<file path="src/rtl/pipe_pkg.sv">
// Shared encodings and constants for the pipeline front end.
package pipe_pkg;

  localparam logic [31:0] NOP             = 32'h0000_0000;
  localparam logic [31:0] RESET_PC_DEF    = 32'h0000_0000;
  localparam logic [31:0] EXC_VECTOR_DEF  = 32'h0000_0008;

  localparam logic [1:0] PCSRC_SEQ    = 2'b00;
  localparam logic [1:0] PCSRC_BRANCH = 2'b01;
  localparam logic [1:0] PCSRC_JR     = 2'b10;
  localparam logic [1:0] PCSRC_JUMP   = 2'b11;

  localparam logic [1:0] SELPC_NORMAL = 2'b00;
  localparam logic [1:0] SELPC_EPC    = 2'b01;

  typedef enum logic {
    FETCH = 1'b0,
    DROP  = 1'b1
  } if_state_t;

  // Instruction addresses are always word aligned.
  function automatic logic [31:0] word_align(input logic [31:0] a);
    return {a[31:2], 2'b00};
  endfunction

endpackage

</file>
<file path="src/rtl/pipe_npc_mux.sv">
// Next-PC selection: normal flow target and exception/return target.
module pipe_npc_mux
  import pipe_pkg::*;
#(
  parameter logic [31:0] EXC_VECTOR = EXC_VECTOR_DEF
) (
  input  logic [31:0] pc4,
  input  logic [1:0]  pcsrc,
  input  logic [31:0] bpc,
  input  logic [31:0] rpc,
  input  logic [31:0] jpc,
  input  logic [1:0]  selpc,
  input  logic [31:0] epc,
  output logic [31:0] npc,
  output logic [31:0] exc_target,
  output logic        exc
);

  // Target selection; all candidates are forced to word alignment.
  always_comb begin
    npc = word_align(pc4);
    unique case (pcsrc)
      PCSRC_SEQ:    npc = word_align(pc4);
      PCSRC_BRANCH: npc = word_align(bpc);
      PCSRC_JR:     npc = word_align(rpc);
      PCSRC_JUMP:   npc = word_align(jpc);
      default:      npc = word_align(pc4);
    endcase

    exc        = (selpc != SELPC_NORMAL);
    exc_target = (selpc == SELPC_EPC) ? word_align(epc) : word_align(EXC_VECTOR);
  end

endmodule

</file>
<file path="src/rtl/pipe_if_stage.sv">
// Instruction-fetch stage: PC register, imem handshake, exception redirect.
//
// state | meaning
// ------+--------------------------------------------------------------
// FETCH | request at pc; completes when imem_ready, then pc advances
// DROP  | redirect pending while old fetch drains; data is discarded
module pipe_if_stage
  import pipe_pkg::*;
#(
  parameter logic [31:0] RESET_PC   = RESET_PC_DEF,
  parameter logic [31:0] EXC_VECTOR = EXC_VECTOR_DEF
) (
  input  logic        clk,
  input  logic        rst,
  input  logic        wpcir,
  input  logic [1:0]  pcsrc,
  input  logic [31:0] bpc,
  input  logic [31:0] rpc,
  input  logic [31:0] jpc,
  input  logic [1:0]  selpc,
  input  logic [31:0] epc,
  output logic        imem_req,
  output logic [31:0] imem_addr,
  input  logic [31:0] imem_rdata,
  input  logic        imem_ready,
  output logic [31:0] pc,
  output logic [31:0] pc4,
  output logic [31:0] inst,
  output logic        if_busy
);

  if_state_t   state;
  logic [31:0] pend;
  logic [31:0] npc;
  logic [31:0] exc_target;
  logic        exc;

  assign pc4 = pc + 32'd4;

  pipe_npc_mux #(
    .EXC_VECTOR (EXC_VECTOR)
  ) u_npc_mux (
    .pc4        (pc4),
    .pcsrc      (pcsrc),
    .bpc        (bpc),
    .rpc        (rpc),
    .jpc        (jpc),
    .selpc      (selpc),
    .epc        (epc),
    .npc        (npc),
    .exc_target (exc_target),
    .exc        (exc)
  );

  // Fetch FSM with PC and pending-redirect registers.
  always_ff @(posedge clk) begin
    if (rst) begin
      pc    <= RESET_PC;
      pend  <= 32'h0;
      state <= FETCH;
    end else begin
      unique case (state)
        FETCH: begin
          if (imem_ready) begin
            if (exc)        pc <= exc_target;
            else if (wpcir) pc <= npc;
          end else if (exc) begin
            pend  <= exc_target;
            state <= DROP;
          end
        end
        DROP: begin
          // A redirect arriving on the drain cycle is newer than pend.
          if (exc) pend <= exc_target;
          if (imem_ready) begin
            pc    <= exc ? exc_target : pend;
            state <= FETCH;
          end
        end
        default: state <= FETCH;
      endcase
    end
  end

  // Handshake and IF/ID outputs; address stays at pc until the request completes.
  always_comb begin
    imem_req  = !rst;
    imem_addr = pc;
    inst      = NOP;
    if_busy   = 1'b1;
    if (!rst) begin
      if (state == FETCH) begin
        if_busy = !imem_ready;
        if (imem_ready && !exc) inst = imem_rdata;
      end
    end
  end

endmodule

</file>
<file path="config.mk">
export PLATFORM = sky130hd
export DESIGN_NAME = pipe_if_stage
export DESIGN_NICKNAME = d
export VERILOG_FILES = /design/src/rtl/pipe_pkg.sv /design/src/rtl/pipe_npc_mux.sv /design/src/rtl/pipe_if_stage.sv
export SDC_FILE = /design/constraint.sdc
export NUM_CORES = 1
export LEC_CHECK = 0
export ABC_AREA = 1
export CORE_MARGIN = 2
export CORE_UTILIZATION = 35
export CTS_CLUSTER_SIZE = 10
export DETAILED_ROUTE_END_ITERATION = 7
export GPL_TIMING_DRIVEN = 0
export PLACE_DENSITY_LB_ADDON = 0.1
export SLEW_MARGIN = 20
export SYNTH_ARGS = -nofsm -noshare
export SYNTH_HDL_FRONTEND = slang
export SYNTH_SLANG_ARGS = --single-unit
</file>
<file path="constraint.sdc">
create_clock -name clk -period 1.3 [get_ports clk]
set_input_delay 0.26 -clock clk [delete_from_list [all_inputs] [get_ports clk]]
set_output_delay 0.26 -clock clk [all_outputs]
set_load 0.02 [all_outputs]
</file>
==> reports/metrics.yaml <==
yosys_warnings: 0
nets: 1419
area_delta_synth_final_pct: 113
grt_pass1_vias: 6978
slowest_delay_ns: 0.38
ys_seq_elements: 65
setup_viol_count_final: 129
io_buffers: 288
startpoint: "imem_addr[2]$_SDFFE_PP0P_"
hold_class: "primary input to register"
drt_iter0_drc: 665
via_per_inst: 5.40
start_util_pct: 36.1
critPathTopFamily: "simple AND/OR/NAND/NOR gates"
drc: 0
core_um2: 14000
ys_types: 34
clock_sinks: 65
cap_violations: 0
diodes: 0
finalClockSkew_ns: 0.00721
cpMaxStageDelayCell: "dfxtp_4"
grt_pass1_wl_um: 36300
dp_cells: 1339
min_period_ns: 2.06
netlist.area_leader.share_pct: 25.8
async_reset_ff_share_pct: 0
path_cells: "ha_4 -> nand2_4 -> nor2_4 -> nand2_4 -> nor2_4 -> nand2_1 -> nand2_2 -> nand2_2 -> buf_6"
p_leak_nw: 4.47
gp_congestion: 0.911
cts_max_level: 3
drive_gt1_share_pct: 45.3
row_count: 43
grt_max_degree: 20
setup_slack_ns: -0.762
root_buffer: "clkbuf_16"
cp.required_ns: 1.04
ys_seq_area_share_pct: 25.8
avgSynthCellArea_um2: 5.79
worstPathArrival_ns: 1.80
timing_hold_violations_final: 0
start_kind: "register"
powerDensity_nw_per_um2: 728
clockBufferDepth: 2
synth_largest_area_cell: "dfxtp_1"
dp_hpwl_um: 17400
critical_path_class: "register to output pin"
relSlewSlack_pct: 48.4
worst_pin_slew_ns: 0.774
top_layer: "met4"
synthCells: 871
die_w_um: 124
syn_nets: 1040
routed_wl_um: 27300
ys.flop_type: "dfxtp_1"
wl_met1_um: 10100
drv_slew: 0
wl_met2_um: 13200
instances_no_fill: 1435
fillers: 998
hp-start: "rst"
die_h_um: 124
wl_met3_um: 2430
worstSkewPairLatency_ns: 0.33
dieArea_um2: 15400
fmax_mhz: 485
path_clk_slew_ns: 0.06
ioPinCount: 298
max-vdd-ir-drop_mv: 0.591
rsz0062_at_grt: "true"
status: "finished, violations left"
r2r-start: "imem_addr[2]$_SDFFE_PP0P_"
vias: 7753
routedWlPerCell_um: 19.0
synth.cell_area_um2: 5040
postRouteAntennaNets: 0
finalPower_mw: 7.81
antenna_found_initial: 0
synthTopCellsByArea: "dfxtp_1 (26%), nand2_1 (21%), nor2_1 (7.1%)"
cp_num_buf_inv: 1
violations: "setup timing"
cts_tree: "built"
drtPass1Iterations: 5
cts_buffers: 9
synth_edf_count: 0
pre_cts_slack_ns: -1.25
final.period_utilization_pct: 159
cts_hold_buf: 0
grt_usage_pct: 30.7
critPathMaxFanout: 7
cp-end-kind: "output pin"
gr-total-overflow: 0
hold_ws_ns: 0.268
[stage by stage]
step	util (%)	instance area [um^2]	setup TNS, ns
after floorplan	-	5410	-6.21
after global placement	60.9	8510	-106.68
after detailed placement	60.9	8510	-106.95
after CTS	71.9	10100	-31.17
after global routing	76.7	10700	-46.12
final	76.7	10700	-40.53
[cells in the final DEF, fill, tap and decap left out, types with 6 or more instances in the layout]
cell type        count
nand2_1            204
clkdlybuf4s50_1    153
buf_6              132
buf_4               69
nand2_2             63
inv_1               62
nor2_1              51
nor2_4              50
a21oi_1             40
buf_2               38
nand3_1             37
dfxtp_1             32
dfxtp_4             30
o21ai_0             28
o21ai_1             26
nand3_2             25
a21oi_2             22
a211oi_1            20
nand2_4             15
clkbuf_16           14
clkbuf_2            14
inv_2               10
nor2_2               8
clkbuf_4             8
o21ai_2              7
buf_12               6
buf_8                6
clkbuf_1             6
a31oi_1              6
[kinds of logic (layout without fill, tap and decap cells)]
logic type	after synthesis	after routing	share of synthesized area (%)
AO/OA/AOI/OAI	175	175	19.7
AND/OR/NAND/NOR	466	466	38.2
adder cells (fa/ha/maj)	1	1	0.248
flip-flops	65	65	25.8
buffers and inverters	157	541	14.8
XOR/XNOR	7	7	1.22
[cell usage after synthesis (2+ instances only)]
| cell | n |
|---|---|
| dfxtp_1 | 65 |
| nand3_1 | 63 |
| buf_1 | 4 |
| a21oi_1 | 62 |
| o211ai_1 | 5 |
| clkinv_1 | 2 |
| inv_2 | 7 |
| xnor2_1 | 2 |
| buf_4 | 35 |
| xor2_1 | 5 |
| a31oi_1 | 10 |
| nor2_4 | 6 |
| nor2_1 | 96 |
| nand2_2 | 3 |
| nor2_2 | 7 |
| clkbuf_1 | 19 |
| nor3_1 | 4 |
| o21ai_1 | 29 |
| nand2_1 | 280 |
| a211oi_1 | 28 |
| o21ai_0 | 36 |
| nand4_1 | 3 |
| buf_2 | 21 |
| inv_1 | 69 |
[worst register-to-register path: stages, from the launching register on]
cell,delay (ns)
dfxtp_4,0.38
ha_4,0.16
buf_4,0.12
nand3_4,0.07
nor2_4,0.20
nand4_1,0.18
buf_4,0.17
buf_4,0.12
buf_4,0.12
nand3_2,0.06
nand3_2,0.09
a21oi_2,0.15
[power by group]
part	total (mW)	leakage [nW]	switching [mW]	internal, mW
Combinational	3.00	3.76	1.53	1.47
Clock	2.56	0.158	0.961	1.60
Sequential	2.25	0.553	0.158	2.09
[state kept, by name, summed over array words and instances, names as in the netlist]
signal,count
imem_addr,32
state,1
pend,32
[path summary, 6_finish.rpt]
| check | cells past startpoint | endpoint | slack (ns) |
|---|---|---|---|
| max | 9 | pc4[22] | -0.76 |
| min | 2 | pend[25]$_SDFFE_PP0P_ | 0.27 |
| max reg2reg | 11 | imem_addr[16]$_SDFFE_PP0P_ | -0.61 |
| min reg2reg | 2 | pend[8]$_SDFFE_PP0P_ | 0.46 |
[area by class of cell]
cell class	instances	area (um^2)	share of cell area, %
Multi-Input combinational cell	649	4150	38.7
Tap cell	180	225	2.10
Clock buffer	10	250	2.33
Inverter	78	314	2.93
Buffer	72	636	5.92
Timing Repair Buffer	375	3670	34.2
Clock inverter	6	63.8	0.595
Sequential cell	65	1420	13.2
[per-layer routing]
layer,vias up,global-route usage (%)
li1,3545,-
met1,3597,36.1
met2,478,52.8
met3,133,7.10
met4,0,13.8
met5,-,0
[what timing repair did]
item                                    CTS  global route
endpoints found under the setup margin  192           154
resized for setup                       875           194
cloned                                    4             3
pin swaps                                41            39
buffers inserted                         64            29
Note: power is estimated with default switching activity, not from simulation.
